### config.mk
export PLATFORM = sky130hd
export DESIGN_NAME = fsm
export DESIGN_NICKNAME = d
export VERILOG_FILES = /design/src/rtl/fsm.sv
export SDC_FILE = /design/constraint.sdc
export NUM_CORES = 1
export LEC_CHECK = 0
export BUFFER_PORTS_ARGS = -buffer_cell sky130_fd_sc_hd__buf_2
export CAP_MARGIN = 20
export CORE_AREA = 5 5 42 44
export CTS_CLUSTER_DIAMETER = 30
export DETAILED_ROUTE_END_ITERATION = 12
export DIE_AREA = 0 0 47 49
export PLACE_DENSITY = 0.39
export SLEW_MARGIN = 40
export SYNTH_ARGS = -nofsm -noshare
export SYNTH_HDL_FRONTEND = slang
export SYNTH_SLANG_ARGS = --single-unit
### constraint.sdc
create_clock -name clk -period 1.3 [get_ports clk]
set_input_delay 0.26 -clock clk [delete_from_list [all_inputs] [get_ports clk]]
set_output_delay 0.26 -clock clk [all_outputs]
set_load 0.02 [all_outputs]
### src/rtl/fsm.sv
// fsm: control FSM for a write-through, write-allocate cache between the CPU and main memory
module fsm (
    input  logic       clk,
    input  logic       reset,
    input  logic       hit,
    input  logic       Run,
    input  logic       RW,
    input  logic       Data_Ready,
    input  logic       Data_ReadyM,
    input  logic       Process_Data,
    output logic       SelecMemCPU,
    output logic       ReadEnableTag,
    output logic       ReadEnableData,
    output logic       gen_reset,
    output logic       write_enable_ram,
    output logic       enable_contadores,
    output logic       count_read,
    output logic [2:0] salida
);
    localparam logic [2:0] IDLE    = 3'd0;
    localparam logic [2:0] TAG     = 3'd1;
    localparam logic [2:0] RD_HIT  = 3'd2;
    localparam logic [2:0] RD_MISS = 3'd3;
    localparam logic [2:0] WR_HIT  = 3'd4;
    localparam logic [2:0] WR_MISS = 3'd5;
    localparam logic [2:0] WR_THRU = 3'd6;

    logic [2:0] state;
    logic [2:0] state_nxt;

    // state register, cleared asynchronously while reset is low
    always_ff @(posedge clk or negedge reset)
        if (!reset) state <= IDLE;
        else        state <= state_nxt;

    // next state: each state samples only the handshake it is waiting on
    always_comb begin
        state_nxt = IDLE;
        case (state)
            IDLE:    state_nxt = Run ? TAG : IDLE;
            TAG:     state_nxt = hit ? (RW ? WR_HIT : RD_HIT) : (RW ? WR_MISS : RD_MISS);
            RD_HIT:  state_nxt = Data_Ready ? IDLE : RD_HIT;
            RD_MISS: state_nxt = Data_ReadyM ? TAG : RD_MISS;
            WR_MISS: state_nxt = Data_ReadyM ? TAG : WR_MISS;
            WR_HIT:  state_nxt = WR_THRU;
            WR_THRU: state_nxt = Process_Data ? IDLE : WR_THRU;
            default: state_nxt = IDLE;
        endcase
    end

    // Moore outputs decoded from the current state only
    always_comb begin
        SelecMemCPU       = (state == RD_MISS) || (state == WR_MISS);
        ReadEnableTag     = (state == TAG) || (state == RD_HIT);
        ReadEnableData    = (state == RD_HIT);
        gen_reset         = (state == TAG);
        write_enable_ram  = (state == RD_MISS) || (state == WR_MISS) || (state == WR_HIT);
        enable_contadores = (state == RD_MISS) || (state == WR_MISS);
        count_read        = (state == RD_MISS);
        salida            = state;
    end
endmodule

# After elaboration in Yosys (flattened, before gate mapping)
# Cells that the tools add are included.
# totals
ram_bits,0
latch_bits,0
mem_bits_ro,0
memories,0
reg_bits,3
in_bits,8
elab_cells,20
output_inout_bits,10
# op_classes
mux,9
eq_ne,6
n_mul,0
reduce_logical,4
add_sub_neg,0
shifts,0
n_bitwise,0
magnitude_cmp,0
div_mod_pow,0
# op_table
op,n
3-bit one-hot mux with 7 select lines,1
3-bit 2-to-1 mux,5
"3-bit equality test, second input constant",3
"3-bit by 2-bit equality test with 1-bit output, second input constant",2
2-bit 2-to-1 mux,2
"3-bit by 1-bit equality test with 1-bit output, second input constant",1
3-bit zero test,1
1-bit logical OR,3
1-bit 2-to-1 mux,1

# Longest topological paths before layout
# logic_depth
depth_word,3
mapped_depth,4

# Worst setup path before layout
# Ideal clock, no wire load.
# synth_timing
kind,register to output
startpoint,register state[1] (netlist: salida[1])
endpoint,output enable_contadores
arrival_time_ps,1560
setup_slack_ps,-520
path_stages_with_launch,5
cell_sequence,dfrtp_1 -> inv_1 -> nand2_1 -> a21boi_0 -> buf_4
# synth_between
elab_chain_cells,2
word_cells_on_any_way,3
# synth_lines
element,line_no,text
"start, declared",28,logic [2:0] state;
"start signal, assigned",34,else state <= state_nxt;
3-bit by 2-bit equality test with 1-bit output / 3-bit equality test (equally long branches),n/a,
1-bit logical OR *,n/a,
"end, declared",16,"output logic enable_contadores,"
# Mark *: on every way between the ends. The rest lies on a longest branch, timed or not.

# Worst setup path in the final report
# layout_timing
startpoint,register state[2] (netlist: salida[2])
endpoint,output SelecMemCPU
# layout_between
elab_chain_cells,2
word_cells_on_any_way,3
# layout_lines
element,line_no,text
3-bit by 2-bit equality test with 1-bit output / 3-bit equality test (equally long branches),53,SelecMemCPU = (state == RD_MISS) || (state == WR_MISS);
1-bit logical OR *,53,
"end, declared",11,"output logic SelecMemCPU,"
# Marked as above.

==> flow_summary_export.csv <==
group,metric,value,unit
yosys,synthesis.area,232.7,sq um
placement,dpl_cell_area,359.1,sq um
detailed_routing,drt_first_pass_iters,3,
sta,fmaxAchievable,707.9,MHz
yosys,ys_types,17,
detailed_routing,vias,340,
critical_path,crit_family,"flip-flops",
yosys,synth_area_leaders,"dfrtp_1 (32%), o21ai_0 (8.6%), nand2b_2 (7.5%)",
finish,finalNetCount,68,
detailed_routing,ant_nets,0,
critical_path,start_kind,"flip-flop",
critical_path,cp.arrival,1150,ps
clock_network,cts.sinks,3,
yosys,synth-seq-cells,3,
grt,antenna_found_initial,0,
detailed_routing,viasPerCell,4.533,
critical_path,cp_num_buf_inv,1,
finish,drive_above_1_share,0.7119,
finish,n_antenna_cell,0,
grt,grt_max_degree,8,
finish,area.growth.synth_to_final,133.9,%
grt,grt_pass1_wl,1.435,mm
critical_path,crit_fanout,4,
placement,io_buffers,17,
job,drv_cap,0,
clock_network,cts_buffer_depth,2,
die,initial_core_util,0.1661,
detailed_routing,initialDrtViolationCount,3,
grt,grt.total_usage,0.08821,
sta,finalWorstSetupSlack,-112.6,ps
sta,min_period_over_period,1.087,
detailed_routing,wire_per_inst,11.20,um
sta,fin_skew,4.004,ps
die,die_area,2303,sq um
clock_network,htree_levels,1,
placement,hpwl,563.7,um
yosys,synth_top_area_frac,0.3226,
power,leakage,0.2670,nW
sta,setup_viol,9,
yosys,synth_largest_area_cell,"dfrtp_1",
clock_network,cts_tree,"done",
finish,fin_area,544.3,sq um
yosys,syn_inst,29,
clock_network,clkLatencyLatePin,240,ps
placement,place_ws,62.65,ps
die,die_x,47,um
clock_network,clkTransAtPathRegs,40,ps
yosys,synth_warnings,0,
sta,fin_hold_ws,266.1,ps
sta,min_period,1413,ps
critical_path,cp_slowest_cell,"dfrtp_2",
critical_path,worstPathRequired,1040,ps
critical_path,critical_path_class,"reg2out",
clock_network,root_buffer,"clkbuf_4",
sta,hold_viol,0,
die,fp-row-count,14,
placement,dp_cells,61,
yosys,synth.net_count,37,
finish,instances_no_fill,75,
detailed_routing,drc,0,
outcome,status,"complete, but fails checks",
power,ir_drop,944.0,uV
yosys,synth.avg_cell_area,8.025,sq um
sta,max_slew.worst_pin.slew,166.9,ps
critical_path,end_kind,"primary output",
grt,grt_pass1_vias,340,
critical_path,slowest_delay,420,ps
power,power.density,2905,nW/um^2
placement,place.gp.congestion,0.6829,
die,die-height,49,um
sta,rsz0062_at_grt,"true",
clock_network,cts_buffers,3,
outcome,violations,"setup timing",
min_path,hp-class,"in2reg",
die,io_pins,18,
grt,grt_overflow,0,
sta,slew_headroom,0.8887,
sta,slew_violations,0,
yosys,synth_seq_area_share,0.3226,
finish,largest_register_ffs,3,
critical_path,crit_path_cell_trace,"nand2b_4 > a21boi_4 > buf_6",
detailed_routing,wl,840,um
die,core,1401,sq um
area by class of cell:
cell class	count	area, sq um
clock buffer	4	26.28
multi-input combinational	22	188.9
timing repair buffer	28	220.2
sequential	3	78.83
fill	160	857.1
inverter	2	10.01
tap	16	20.02
stage by stage:
stage / total power [mW] / utilization / setup TNS, ps
after floorplan: 0.7786 / - / -2.177
after global placement: 0.9745 / 0.2563 / 0
after detailed placement: 0.9662 / 0.2563 / 0
after CTS: 1.458 / 0.3580 / -595.0
after global routing: 1.696 / 0.3884 / -995.8
final: 1.581 / 0.3884 / -543.7
path summary, 6_finish.rpt:
| kind | from | endpoint | slack (ps) | depth (start not counted) |
|---|---|---|---|---|
| worst max-delay path | salida[2]$_DFF_PN0_ | SelecMemCPU | -110 | 3 |
| worst min-delay path | RW | salida[2]$_DFF_PN0_ | 270 | 2 |
| worst max register to register | salida[2]$_DFF_PN0_ | salida[1]$_DFF_PN0_ | -10 | 5 |
| worst min register to register | salida[2]$_DFF_PN0_ | salida[0]$_DFF_PN0_ | 690 | 3 |
| max in group asynchronous | reset | salida[0]$_DFF_PN0_ | 840 | 2 |
| min in group asynchronous | reset | salida[2]$_DFF_PN0_ | 340 | 2 |
worst register-to-register path: stages (launching register included):
cell and delay, ps:
dfrtp_2 420, buf_4 140, buf_4 140, or2b_1 160, o21ai_1 60, a221o_1 280
synthesized netlist by cell type:
| library cell | number |
|---|---|
| nor2_1 | 4 |
| o21ai_0 | 4 |
| dfrtp_1 | 3 |
| a21oi_1 | 2 |
| buf_4 | 2 |
| inv_1 | 2 |
| nand2b_2 | 2 |
| a21boi_0 | 1 |
| a21o_1 | 1 |
| a221o_1 | 1 |
| a22o_1 | 1 |
| nand2_1 | 1 |
| nand2b_1 | 1 |
| nor3b_1 | 1 |
| o211ai_1 | 1 |
| o22ai_1 | 1 |
| or2b_1 | 1 |
logic make-up after synthesis:
| group | Yosys count | share of synthesized area |
|---|---|---|
| compound gates | 12 | 0.3334 |
| buf+inv | 4 | 0.09677 |
| flops | 3 | 0.3226 |
| simple gates | 10 | 0.2473 |
layer usage:
layer,wire [um],vias up,track usage
met4,23,0,0.08295
met5,0,-,0
li1,-,163,-
met2,438,15,0.1222
met1,329,159,0.1040
met3,49,3,0.02214
timing repair:
action / 4_1_cts / 5_1_grt
buffers inserted: 7 / 2
endpoints found under the setup margin: 7 / 11
gates resized for setup: 17 / 9
pin swaps: 1 / 1
endpoints found under the hold margin: 3 / 0
hold buffers: 1 / 0
power breakdown:
group	leakage, nW	internal, mW	switching (mW)
clock network	0.0150	0.116	0.0570
registers	0.0341	0.145	0.0789
logic	0.218	0.615	0.570
cells in the final DEF (no fill, tap or decap):
master / count
buf_6: 8
o22ai_2: 1
inv_4: 1
a221o_1: 1
clkbuf_4: 3
nand2_4: 1
nor3b_1: 1
or2b_1: 1
buf_2: 9
nor2_1: 2
a22o_1: 1
a21o_1: 1
nand2b_4: 2
o21ai_0: 1
nor2_4: 2
dfrtp_2: 3
a21boi_4: 1
clkbuf_1: 1
buf_4: 10
a21oi_1: 2
o21ai_1: 2
dlygate4sd3_1: 1
o211ai_1: 1
o21ai_2: 1
inv_1: 1
nand2b_1: 1
Power figures use the tool's default switching activity.
